### src/rtl/instruction_fetch_unit.sv
// Fetch stage: owns the PC, drives the instruction memory address and
// captures the returned word into the IF/ID pipeline register.
module instruction_fetch_unit #(
  parameter logic [63:0] RESET_PC  = 64'h0,
  parameter int unsigned MEM_BYTES = 72,
  parameter logic [31:0] NOP_INST  = 32'h0000_0013
) (
  input  logic        clk,
  input  logic        reset,
  input  logic        stall,
  input  logic        branch_taken,
  input  logic [63:0] branch_target,
  input  logic [31:0] Instruction,
  output logic [63:0] Inst_Address,
  output logic [63:0] if_id_pc,
  output logic [31:0] if_id_inst,
  output logic        if_id_valid,
  output logic        fetch_fault,
  output logic [63:0] fault_addr
);

  typedef enum logic [1:0] {
    BOOT  = 2'd0,
    RUN   = 2'd1,
    FAULT = 2'd2
  } state_t;

  localparam logic [63:0] LAST_LEGAL = 64'(MEM_BYTES - 4);

  state_t      r_state;
  logic [63:0] r_pc;
  logic [63:0] r_if_id_pc;
  logic [31:0] r_if_id_inst;
  logic        r_if_id_valid;
  logic        r_fault;
  logic [63:0] r_fault_addr;

  state_t      w_state_nxt;
  logic [63:0] w_pc_nxt;
  logic [63:0] w_if_id_pc_nxt;
  logic [31:0] w_if_id_inst_nxt;
  logic        w_if_id_valid_nxt;
  logic        w_fault_nxt;
  logic [63:0] w_fault_addr_nxt;
  logic        w_illegal;

  assign w_illegal = (r_pc[1:0] != 2'b00) || (r_pc > LAST_LEGAL);

  // Next-state and next-register values; branch beats stall beats fault check.
  always_comb begin
    w_state_nxt       = r_state;
    w_pc_nxt          = r_pc;
    w_if_id_pc_nxt    = r_if_id_pc;
    w_if_id_inst_nxt  = r_if_id_inst;
    w_if_id_valid_nxt = r_if_id_valid;
    w_fault_nxt       = r_fault;
    w_fault_addr_nxt  = r_fault_addr;
    case (r_state)
      BOOT: begin
        w_state_nxt       = RUN;
        w_if_id_valid_nxt = 1'b0;
      end
      RUN: begin
        if (branch_taken) begin
          w_pc_nxt          = branch_target;
          w_if_id_valid_nxt = 1'b0;
          w_if_id_inst_nxt  = NOP_INST;
          w_if_id_pc_nxt    = '0;
        end else if (stall) begin
          w_pc_nxt = r_pc;
        end else if (w_illegal) begin
          w_state_nxt       = FAULT;
          w_fault_nxt       = 1'b1;
          w_fault_addr_nxt  = r_pc;
          w_if_id_valid_nxt = 1'b0;
          w_if_id_inst_nxt  = NOP_INST;
        end else begin
          w_if_id_pc_nxt    = r_pc;
          w_if_id_inst_nxt  = Instruction;
          w_if_id_valid_nxt = 1'b1;
          w_pc_nxt          = r_pc + 64'd4;
        end
      end
      FAULT: begin
        w_if_id_valid_nxt = 1'b0;
        w_fault_nxt       = 1'b1;
      end
      default: begin
        w_state_nxt = BOOT;
      end
    endcase
  end

  // State and pipeline registers with synchronous active-low reset.
  always_ff @(posedge clk) begin
    if (!reset) begin
      r_state       <= BOOT;
      r_pc          <= RESET_PC;
      r_if_id_pc    <= '0;
      r_if_id_inst  <= NOP_INST;
      r_if_id_valid <= 1'b0;
      r_fault       <= 1'b0;
      r_fault_addr  <= '0;
    end else begin
      r_state       <= w_state_nxt;
      r_pc          <= w_pc_nxt;
      r_if_id_pc    <= w_if_id_pc_nxt;
      r_if_id_inst  <= w_if_id_inst_nxt;
      r_if_id_valid <= w_if_id_valid_nxt;
      r_fault       <= w_fault_nxt;
      r_fault_addr  <= w_fault_addr_nxt;
    end
  end

  assign Inst_Address = r_pc;
  assign if_id_pc     = r_if_id_pc;
  assign if_id_inst   = r_if_id_inst;
  assign if_id_valid  = r_if_id_valid;
  assign fetch_fault  = r_fault;
  assign fault_addr   = r_fault_addr;

endmodule

### config.mk
export PLATFORM = sky130hd
export DESIGN_NAME = instruction_fetch_unit
export DESIGN_NICKNAME = d
export VERILOG_FILES = /design/src/rtl/instruction_fetch_unit.sv
export SDC_FILE = /design/constraint.sdc
export NUM_CORES = 1
export LEC_CHECK = 0
export CORE_MARGIN = 4
export CORE_UTILIZATION = 43
export DETAILED_ROUTE_END_ITERATION = 8
export PLACE_DENSITY_LB_ADDON = 0.25
export REMOVE_ABC_BUFFERS = 1
export SYNTH_ARGS = -nofsm -noshare
export SYNTH_HDL_FRONTEND = slang
export SYNTH_SLANG_ARGS = --single-unit
export TNS_END_PERCENT = 20
### constraint.sdc
create_clock -name clk -period 2.2 [get_ports clk]
set_input_delay 0.44 -clock clk [delete_from_list [all_inputs] [get_ports clk]]
set_output_delay 0.44 -clock clk [all_outputs]
set_load 0.005 [all_outputs]
==> run_results.csv <==
group,metric,value,unit
clocking,clockBufferDepth,3,
grt,grt_pass1_vias,7981,
critical_path,cp_top_family,"simple AND/OR/NAND/NOR gates",
grt,gr-total-overflow,0,
timing,finalHoldViolCount,0,
grt,antenna_found_initial,0,
power,p_seq_share,43.5,%
synthesis,synthArstFlopShare,0,%
synthesis,synth_area_leader_cell,"dfxtp_1",
synthesis,synth_edf_count,0,
final_layout,post-route-util,73.78,%
synthesis,synth-seq-cells,228,
place,dpl_worst_slack,-0.2650,ns
critical_path,crit_start,"Inst_Address[46]$_SDFFE_PN0P_",
critical_path,crit_slowest_cell,"dfxtp_1",
clocking,cts_hold_buf,0,
timing,worst_slack,0.03207,ns
timing,period_share,98.54,%
worst_hold_path,hp-class,"primary input to register",
critical_path,critPathCaptureType,"register",
timing,setup_viol,0,
timing,period_needed,2.168,ns
place,portBuffers,325,
clocking,cts_tree,"done",
critical_path,worst-endpoint-arrival,2.57,ns
floorplanning,coreArea,18270,µm²
synthesis,syn_area,8108,µm²
timing,finalMaxSlewViolations,0,
route,wl,28900,µm
critical_path,start_kind,"register",
final_layout,num_antenna_cells,0,
critical_path,crit_fanout,5,
synthesis,synthCells,912,
critical_path,worstReg2RegStart,"Inst_Address[46]$_SDFFE_PN0P_",
route,drt_iter0_drc,657,
route,drc,0,
critical_path,crit_top_cell,"buf_4",
run,drv_cap,0,
clocking,clock_latency,0.52,ns
timing,slew_headroom,50.03,%
clocking,cts_inserted_buffers,26,
synthesis,seq_area_frac_synth,56.30,%
timing,finClkSkew,0.01254,ns
final_layout,layout-drive-gt1-share,13.80,%
critical_path,rr_worst_depth,11,
power,pwr-share-clk,45.7,%
critical_path,path_cells,"nor4_2 -> nand4_1 -> nor2_1 -> buf_4 -> buf_4 -> a21oi_4 -> buf_12 -> buf_4 -> buf_4 -> nand3_1 -> o21ai_1",
synthesis,synth.most_common_cell,"dfxtp_1",
worst_hold_path,min_from,"reset",
critical_path,cp.required,2.60,ns
floorplanning,io_pins,326,
synthesis,ys_top_cells_by_area,"dfxtp_1 (56%), nand2_1 (7.2%), nand3_1 (5.0%)",
place,gp_congestion,0.8474,
place,dp_hpwl,19670,µm
synthesis,synth_top_area_share,56.30,%
floorplanning,dieHeight,145.3,µm
critical_path,critical_path.max_stage_delay,0.34,ns
grt,grt_usage,25.06,%
power,ir_drop,0.6380,mV
clocking,clkTransAtPathRegs,0.06,ns
grt,grt_max_degree,93,
power,leakage,5.180,nW
floorplanning,die_w,145.3,µm
power,netSwitchingFraction,23.49,%
final_layout,area_delta_synth_final,66.25,%
floorplanning,start_util,44.38,%
synthesis,yosysUniqueCellTypes,50,
grt,grt_first_pass_wirelength,43980,µm
route,vias,8262,
critical_path,cp_num_buf_inv,5,
timing,tightest_slew,0.7495,ns
synthesis,netlist_top_cells_count,"dfxtp_1 (228), nand2_1 (155), nand3_1 (81), o21ai_0 (80), and3_1 (61)",
synthesis,syn_area_per_cell,8.890,µm²
clocking,h-tree-depth,1,
floorplanning,dieArea,21120,µm²
synthesis,synth_ff_type,"dfxtp_1",
route,wire_per_inst,18.75,µm
floorplanning,num_rows,49,
route,routed_via_density,5.361,
critical_path,cp.depth,11,
clocking,cts_root_buffer,"clkbuf_16",
final_layout,final_nets,1396,
timing,rsz0062_at_grt,"true",
power,p_comb_share,10.8,%
route,ant_nets,0,
timing,fmax,461.3,MHz
power,p_int,7.510,mW
power,powerDensity,728.2,nW/µm²
status,run_status,"finished clean",
final_layout,nFillCells,1351,
synthesis,yosys_warnings,0,
critical_path,critPathKind,"register to register",
route,drtPass1Iterations,5,
clocking,cts_sinks,228,
worst_hold_path,hold_path_depth,3,
power,switchingPower,2.306,mW
[power groups by stage]
stage	sequential, mW	clock (mW)	combinational [mW]
finish	4.27	4.49	1.06
global route	4.28	4.71	1.13
CTS	4.26	4.55	0.977
detailed placement	4.35	0	0.956
global placement	4.35	0	0.947
floorplan	4.37	0	0.246
[stage by stage]
stage	hold slack, ns	TNS (ns)	power, mW	instances	area, µm²
after floorplan	0.4421	-389.68	4.616	837	7806
after global placement	0.4359	-9.659	5.294	1481	12180
after detailed placement	0.4395	-10.78	5.305	1481	12180
after CTS	0.2429	0	9.784	1529	13120
after global routing	0.2608	-0.6302	10.11	1541	13480
final	0.2586	0	9.816	1541	13480
[tightest hold or removal path, delay by kind of cell]
kind                   cells  cell delay [ns]
AND/OR/NAND/NOR            1             0.07
buffers and inverters      1             0.15
AO/OA/AOI/OAI              1             0.06
[state kept, by name, indices dropped and copies added (netlist names)]
signal,flops
Inst_Address,64
fault_addr,64
if_id_pc,64
if_id_inst,32
r_state,2
fetch_fault,1
if_id_valid,1
[layer usage]
layer | wire length (µm) | track usage, % | share of wire, %
met1 | 11680 | 31.83 | 40
met2 | 13390 | 41.60 | 46
met3 | 2743 | 6.954 | 9.5
met4 | 1085 | 7.930 | 3.8
met5 | 0 | 0 | 0
[logic make-up after synthesis]
group                      Yosys count  synth area share, %
DFF                                228                56.30
and+or+nand+nor                    383                22.99
adders and majority gates            3               0.4630
muxes                                1               0.1389
buffers and inverters               86                4.228
xor gates and xnor gates             2               0.2161
AOI/OAI and AO/OA                  209                15.66
[cell usage in the layout (no fill, tap or decap), types with 5 or more instances in the layout]
cell type        count
nand2_1            154
buf_12              10
nor3_1              10
a22o_1              29
or3_1                6
clkbuf_16           34
o21ai_1             20
buf_4               81
a22oi_1              7
clkinv_2             8
nand4_1              9
nand2b_1             5
nand3_1             79
clkbuf_8             5
nor4_2               6
a21oi_1             55
inv_1                9
nor2_1              21
clkdlybuf4s50_1    324
and3_1              60
dfxtp_1            225
nor4_1              10
o21ai_0             69
buf_6                5
[final timing paths]
kind                                  to  slack (ns)
max          fault_addr[37]$_SDFFE_PN0P_        0.03
max reg2reg  fault_addr[37]$_SDFFE_PN0P_        0.03
min           fault_addr[4]$_SDFFE_PN0P_        0.26
min reg2reg  fault_addr[39]$_SDFFE_PN0P_        0.45
[repair_timing]
item                       in CTS  in global routing
pin swaps                       1                  5
resized for setup               4                 39
setup endpoints to repair      98                163
buffers inserted                0                  8
cloned                          1                  7
[layout make-up]
cell class                      count  area (µm²)  share of cell area (%)
Clock buffer                       35       755.7                   5.607
Clock inverter                     12       146.4                   1.086
Inverter                           11       41.29                  0.3063
Multi-Input combinational cell    599        3396                   25.19
Sequential cell                   228        4571                   33.91
Tap cell                          229       286.5                   2.126
Timing Repair Buffer              427        4283                   31.77
Power figures use the tool's default switching activity.
